==> src/rtl/alu_issue_ctrl.sv <==
// Command issuer for the 8-bit combinational ALU: valid/ready command in, registered ALU drive,
// captured result out with an illegal-opcode flag. Define ALU_ISSUE_CHECK_EN to build the result checker.
module alu_issue_ctrl #(
    parameter int WIDTH = 8,
    parameter int CNT_W = 16
) (
    input  logic             clk,
    input  logic             rst_n,
    input  logic             cmd_valid,
    output logic             cmd_ready,
    input  logic [WIDTH-1:0] cmd_a,
    input  logic [WIDTH-1:0] cmd_b,
    input  logic [3:0]       cmd_op,
    output logic [WIDTH-1:0] alu_a,
    output logic [WIDTH-1:0] alu_b,
    output logic [3:0]       alu_op,
    input  logic [WIDTH-1:0] alu_out,
    output logic             rsp_valid,
    input  logic             rsp_ready,
    output logic [WIDTH-1:0] rsp_data,
    output logic [3:0]       rsp_op,
    output logic             rsp_err,
    output logic             rsp_mismatch,
    output logic [CNT_W-1:0] done_cnt,
    output logic [CNT_W-1:0] err_cnt
);

    typedef enum logic [1:0] {
        S_IDLE  = 2'd0,
        S_DRIVE = 2'd1,
        S_RESP  = 2'd2
    } state_e;

    localparam logic [3:0] OP_LAST_LEGAL = 4'b1000;

    state_e           state_q, state_d;
    logic [WIDTH-1:0] alu_a_q, alu_a_d;
    logic [WIDTH-1:0] alu_b_q, alu_b_d;
    logic [3:0]       alu_op_q, alu_op_d;
    logic             rsp_valid_q, rsp_valid_d;
    logic [WIDTH-1:0] rsp_data_q, rsp_data_d;
    logic [3:0]       rsp_op_q, rsp_op_d;
    logic             rsp_err_q, rsp_err_d;
    logic [CNT_W-1:0] done_cnt_q, done_cnt_d;
    logic [CNT_W-1:0] err_cnt_q, err_cnt_d;
    logic             mismatch_now;

`ifdef ALU_ISSUE_CHECK_EN
    logic             rsp_mismatch_q, rsp_mismatch_d;

    // Golden opcode map; shifts by B >= WIDTH fall out as zero from the shift operators.
    function automatic logic [WIDTH-1:0] ref_alu(input logic [WIDTH-1:0] a,
                                                 input logic [WIDTH-1:0] b,
                                                 input logic [3:0]       op);
        logic [WIDTH-1:0] r;
        r = '0;
        case (op)
            4'b0000:          r = a + b;
            4'b0001:          r = a - b;
            4'b0010, 4'b0101: r = a << b;
            4'b0011, 4'b0100: r = a >> b;
            4'b0110:          r = a | b;
            4'b0111:          r = a ^ b;
            4'b1000:          r = a & b;
            default:          r = '0;
        endcase
        return r;
    endfunction

    assign mismatch_now = (alu_out != ref_alu(alu_a_q, alu_b_q, alu_op_q));
`else
    assign mismatch_now = 1'b0;
`endif

    // NOTE: every always_comb target starts from its held value so no path leaves it unassigned (no latch).
    always_comb begin
        state_d     = state_q;
        alu_a_d     = alu_a_q;
        alu_b_d     = alu_b_q;
        alu_op_d    = alu_op_q;
        rsp_valid_d = rsp_valid_q;
        rsp_data_d  = rsp_data_q;
        rsp_op_d    = rsp_op_q;
        rsp_err_d   = rsp_err_q;
        done_cnt_d  = done_cnt_q;
        err_cnt_d   = err_cnt_q;
`ifdef ALU_ISSUE_CHECK_EN
        rsp_mismatch_d = rsp_mismatch_q;
`endif

        case (state_q)
            S_IDLE: begin
                if (cmd_valid) begin
                    alu_a_d  = cmd_a;
                    alu_b_d  = cmd_b;
                    alu_op_d = cmd_op;
                    state_d  = S_DRIVE;
                end
            end
            S_DRIVE: begin
                // ALU inputs have been stable for a full cycle; its output is settled here.
                rsp_data_d  = alu_out;
                rsp_op_d    = alu_op_q;
                rsp_err_d   = (alu_op_q > OP_LAST_LEGAL);
                rsp_valid_d = 1'b1;
                state_d     = S_RESP;
`ifdef ALU_ISSUE_CHECK_EN
                rsp_mismatch_d = mismatch_now;
`endif
            end
            S_RESP: begin
                if (rsp_ready) begin
                    done_cnt_d  = done_cnt_q + 1'b1;
                    err_cnt_d   = err_cnt_q + CNT_W'(rsp_err_q);
                    rsp_valid_d = 1'b0;
                    state_d     = S_IDLE;
`ifdef ALU_ISSUE_CHECK_EN
                    rsp_mismatch_d = 1'b0;
`endif
                end
            end
            default: state_d = S_IDLE;
        endcase
    end

    // NOTE: sequential state uses non-blocking assignments so every flop samples pre-edge values.
    always_ff @(posedge clk) begin
        if (!rst_n) begin
            state_q     <= S_IDLE;
            alu_a_q     <= '0;
            alu_b_q     <= '0;
            alu_op_q    <= '0;
            rsp_valid_q <= 1'b0;
            rsp_data_q  <= '0;
            rsp_op_q    <= '0;
            rsp_err_q   <= 1'b0;
            done_cnt_q  <= '0;
            err_cnt_q   <= '0;
        end else begin
            state_q     <= state_d;
            alu_a_q     <= alu_a_d;
            alu_b_q     <= alu_b_d;
            alu_op_q    <= alu_op_d;
            rsp_valid_q <= rsp_valid_d;
            rsp_data_q  <= rsp_data_d;
            rsp_op_q    <= rsp_op_d;
            rsp_err_q   <= rsp_err_d;
            done_cnt_q  <= done_cnt_d;
            err_cnt_q   <= err_cnt_d;
        end
    end

`ifdef ALU_ISSUE_CHECK_EN
    always_ff @(posedge clk) begin
        if (!rst_n) rsp_mismatch_q <= 1'b0;
        else        rsp_mismatch_q <= rsp_mismatch_d;
    end
    assign rsp_mismatch = rsp_mismatch_q;
`else
    assign rsp_mismatch = mismatch_now;
`endif

    // Readiness depends on registered state only, never on rsp_ready.
    assign cmd_ready = (state_q == S_IDLE);
    assign alu_a     = alu_a_q;
    assign alu_b     = alu_b_q;
    assign alu_op    = alu_op_q;
    assign rsp_valid = rsp_valid_q;
    assign rsp_data  = rsp_data_q;
    assign rsp_op    = rsp_op_q;
    assign rsp_err   = rsp_err_q;
    assign done_cnt  = done_cnt_q;
    assign err_cnt   = err_cnt_q;

endmodule

==> config.mk <==
export PLATFORM = sky130hd
export DESIGN_NAME = alu_issue_ctrl
export DESIGN_NICKNAME = d
export VERILOG_FILES = /design/src/rtl/alu_issue_ctrl.sv
export SDC_FILE = /design/constraint.sdc
export NUM_CORES = 1
export LEC_CHECK = 0
export BUFFER_PORTS_ARGS = -buffer_cell sky130_fd_sc_hd__buf_4
export CAP_MARGIN = 20
export CORE_ASPECT_RATIO = 1.2
export CORE_MARGIN = 2
export CORE_UTILIZATION = 40
export CTS_BUF_LIST = sky130_fd_sc_hd__clkbuf_4
export DETAILED_ROUTE_END_ITERATION = 7
export PLACE_DENSITY = 0.77
export SYNTH_ARGS = -nofsm -noshare
export SYNTH_HDL_FRONTEND = slang
export SYNTH_SLANG_ARGS = --single-unit
==> constraint.sdc <==
create_clock -name clk -period 1.97 [get_ports clk]
set_input_delay 0.394 -clock clk [delete_from_list [all_inputs] [get_ports clk]]
set_output_delay 0.394 -clock clk [all_outputs]
set_load 0.03 [all_outputs]
==> impl_results.md <==
- Post-Syn Nets: 363
- Worst reg2reg startpoint: state_q[1]
- Final setup fails: 0
- Per-cell routed wire length: 12.4 microns
- CTS Buf Count: 9
- DRC viols: 0
- Clock power share: 0.325
- ANT cells: 0
- Post-Synth Adder-Cell Area: 0.0138
- Sequential group share of total power: 0.550
- Register area: 1360 sq um
- Ys Warns: 0
- Fin. Hold Viols: 0
- Max-slew violation count: 0
- WS Path Type: reg -> reg
- Area used by multi-input combinational logic: 1260 sq um
- NetSw: 0.707 mW
- Avg Cell Area, Syn: 8.27 sq um
- R2R Setup Slk: 0.13 ns
- Slew headroom: 0.649
- Initial antenna violation count: 0
- Post-synth EDFFs: 0
- Worst setup margin: ~0.13 ns
- Pre-CTS setup slack: 0.141 ns
- GRT overflow: 0
- H-tree levels: 3
- Max Clk Rate: 543 MHz
- Total negative setup slack: 0 ns
- Critical Path, Cell by Cell: nand4b_1 -> or3_4 -> or4_1 -> a21oi_1
- Switching share of power: 0.269
- Vias/cell: ~5
- Crit path DAT: 2.18 ns
- Count leader, synth: nand2_1
- GRT Total Usage: 0.179
- Post-DP Area: 3570 sq um
- Later-pin clock latency in the skew report: 0.40 ns
- CTS Sinks: 68
- Synth unique cells: 36
- Vias: 2600
- Cell count after synthesis: around 330
- Gpl congestion: roughly 0.74
- Register bit total from synthesis: 68
- Cts repair resizes: 0
- Area contributors post-synth: dfxtp_1 (50%), nand2_1 (11%), a21oi_1 (9.0%)
- PortBufs: 98
- DR iter-0 viols: 106
- Worst vdd ir: 420 uV
- Largest fanout on the critical path: 9
- Standard-cell rows: 32
- Area Growth Syn to Fin: 36.1%
- CTS tree: built
- Die ar.: between 7000 and 8000 sq um
- Unrepaired setup endpoints after global routing: no
- Slowest cell on the critical path: dfxtp_1
- Critical Path End Type: flop
- Post-Route WL: 6.45 mm
- Clock transition at path regs: 0.11 ns
- Postcts setup bufs: 0
- Clk root buf: clkbuf_4
- Outcome: completed
- Worst R2R End: err_cnt[13]
- Largest net degree at the start of global routing: 28
- Fill cells: 614
- Multiplexer share of the synthesized area: 0.00369
- Max-cap viol count: 0
- XOR/XNOR share of the synthesized area: 0.0516
- Clk buf depth: 2
- Starting Density: 0.418
- Number of global-route vias before repair: 2452
- Leak Pwr: 1.52 nW
- Final min period: 1.84 ns
- Power Density: 710 nW/um^2
- Post-synthesis sequential area ratio: 0.502
- Reg2reg path depth: 4
- Die width: 79.2 microns
- Drt first pass iters: 4
- Mapped Area: 2710 sq um
- Simple-Gate Fraction of Synth Area: 0.273
- Async set-reset flop share out of synthesis: 0
- CP startpoint kind: flop
- NumNets Final: 466
- Max stage delay on crit path: 0.52 ns
- Top_reg_cell synth: dfxtp_1
- Post-synth top area share: 0.502
- Required time of the critical path: 2.30 ns
- Worst Hold Class: in -> reg
- Layout cells sized above 1: 0.299
- Internal Pwr Total: 1.92 mW
- Post-CTS Hold Fix Bufs: 0
- Most area-hungry cell type in the Yosys netlist: dfxtp_1
- Top Ports: 100
- Top post-synthesis cells by count: nand2_1 (83), dfxtp_1 (68), a21oi_1 (49), nor2_1 (20), clkbuf_1 (14)
- Final Power: 2.62 mW
- Worst Tran Pin Value: 0.526 ns
- Main combinational cell family by area after synthesis: simple AND/OR/NAND/NOR gates
- Core ar.: 6490 sq um
- Cell area after layout: 3690 sq um
- Synth Area in Compound Gates: 0.120
- Critical path origin: state_q[1]
- Die height: roughly 94 microns
- Antenna-violating nets left: 0
- Period utilization: 0.936
- Combinational power share: 0.125
- Final Skew: 0.0104 ns
- Final HPWL from detailed placement: 4.68 mm
- First-pass GRT wire length: 10.7 mm
- Crit path to: err_cnt[13]
[per-layer routing]
| metal | GRT usage | routed length (microns) | vias up |
|---|---|---|---|
| met4 | 0.0603 | 74 | 0 |
| li1 | - | - | 1320 |
| met1 | 0.210 | 2810 | 1197 |
| met2 | 0.299 | 3110 | 75 |
| met3 | 0.0663 | 454 | 8 |
| met5 | 0 | 0 | - |
[power groups by stage]
stage               clock network, mW  registers, mW  logic (mW)
floorplan                           0           1.54       0.111
global placement                    0           1.47       0.328
detailed placement                  0           1.47       0.331
CTS                             0.884           1.44       0.332
global route                    0.933           1.45       0.359
finish                          0.852           1.44       0.328
[worst min-delay path by stage]
stage                start          end  slack, ns  depth (start not counted)
5_1_grt           cmd_a[4]     alu_a[4]       0.20                          3
3_5_place_dp   rsp_data[2]  rsp_data[2]       0.45                          2
2_1_floorplan    cmd_op[3]    alu_op[3]       0.53                          2
3_3_place_gp     rsp_op[0]    rsp_op[0]       0.44                          2
6_report        alu_out[3]  rsp_data[3]       0.23                          3
4_1_cts         alu_out[3]  rsp_data[3]       0.20                          3
[cells in the final DEF (no fill, tap or decap), drive strengths merged]
cell type	Yosys	layout
a21oi	49	49
and2	1	1
and3	1	1
and3b	1	1
and4	1	1
and4b	1	1
buf	4	110
bufinv	0	1
clkbuf	14	9
clkinv	0	3
clkinvlp	0	2
conb	1	1
dfxtp	68	68
ha	3	3
inv	5	5
mux2i	1	1
nand2	83	83
nand2b	2	2
nand3	8	8
nand3b	1	1
nand4	9	9
nand4b	2	2
nor2	20	20
nor2b	1	1
nor3	2	2
nor4	4	4
o211ai	1	1
o21ai	7	7
o311ai	1	1
o31ai	4	4
or2	2	2
or3	8	8
or3b	1	1
or4	6	6
xnor2	8	8
xor2	8	8
[critical path, delay by kind of cell (launching register included)]
family / cells / cell delay [ns]
and+or+nand+nor: 3 / 1.09
DFF: 1 / 0.52
AOI/OAI and AO/OA: 1 / 0.16
[sequential cells by signal, indices dropped and copies added, names as in the netlist]
signal and count:
state_q 2, alu_b 8, rsp_data 8, done_cnt 16, rsp_op 4, alu_a 8, rsp_err 1, rsp_valid 1
alu_op 4, err_cnt 16
[logic make-up (layout without fill, tap and decap cells)]
kind of cell	Yosys count	after routing
fa+ha+maj	3	3
mux	1	1
other cells	1	1
flops	68	68
compound gates	62	62
xor+xnor	16	16
buf+inv	23	130
simple gates	154	154
[stage by stage]
step,utilization,cells,hold slack (ns)
2_1_floorplan,-,328,0.530
3_3_place_gp,0.551,505,0.442
3_5_place_dp,0.551,505,0.447
4_1_cts,0.570,520,0.201
5_1_grt,0.570,520,0.199
6_report,0.570,520,0.229
[cell type report]
| class | instances | area share |
|---|---|---|
| repair buffers | 110 | 0.224 |
| well taps | 85 | 0.0288 |
| multi-input cells | 237 | 0.341 |
| inverters | 5 | 0.00508 |
| clock buffers | 9 | 0.0183 |
| clock inverters | 6 | 0.0152 |
| flip-flops and latches | 68 | 0.368 |
Power figures use the tool's default switching activity.
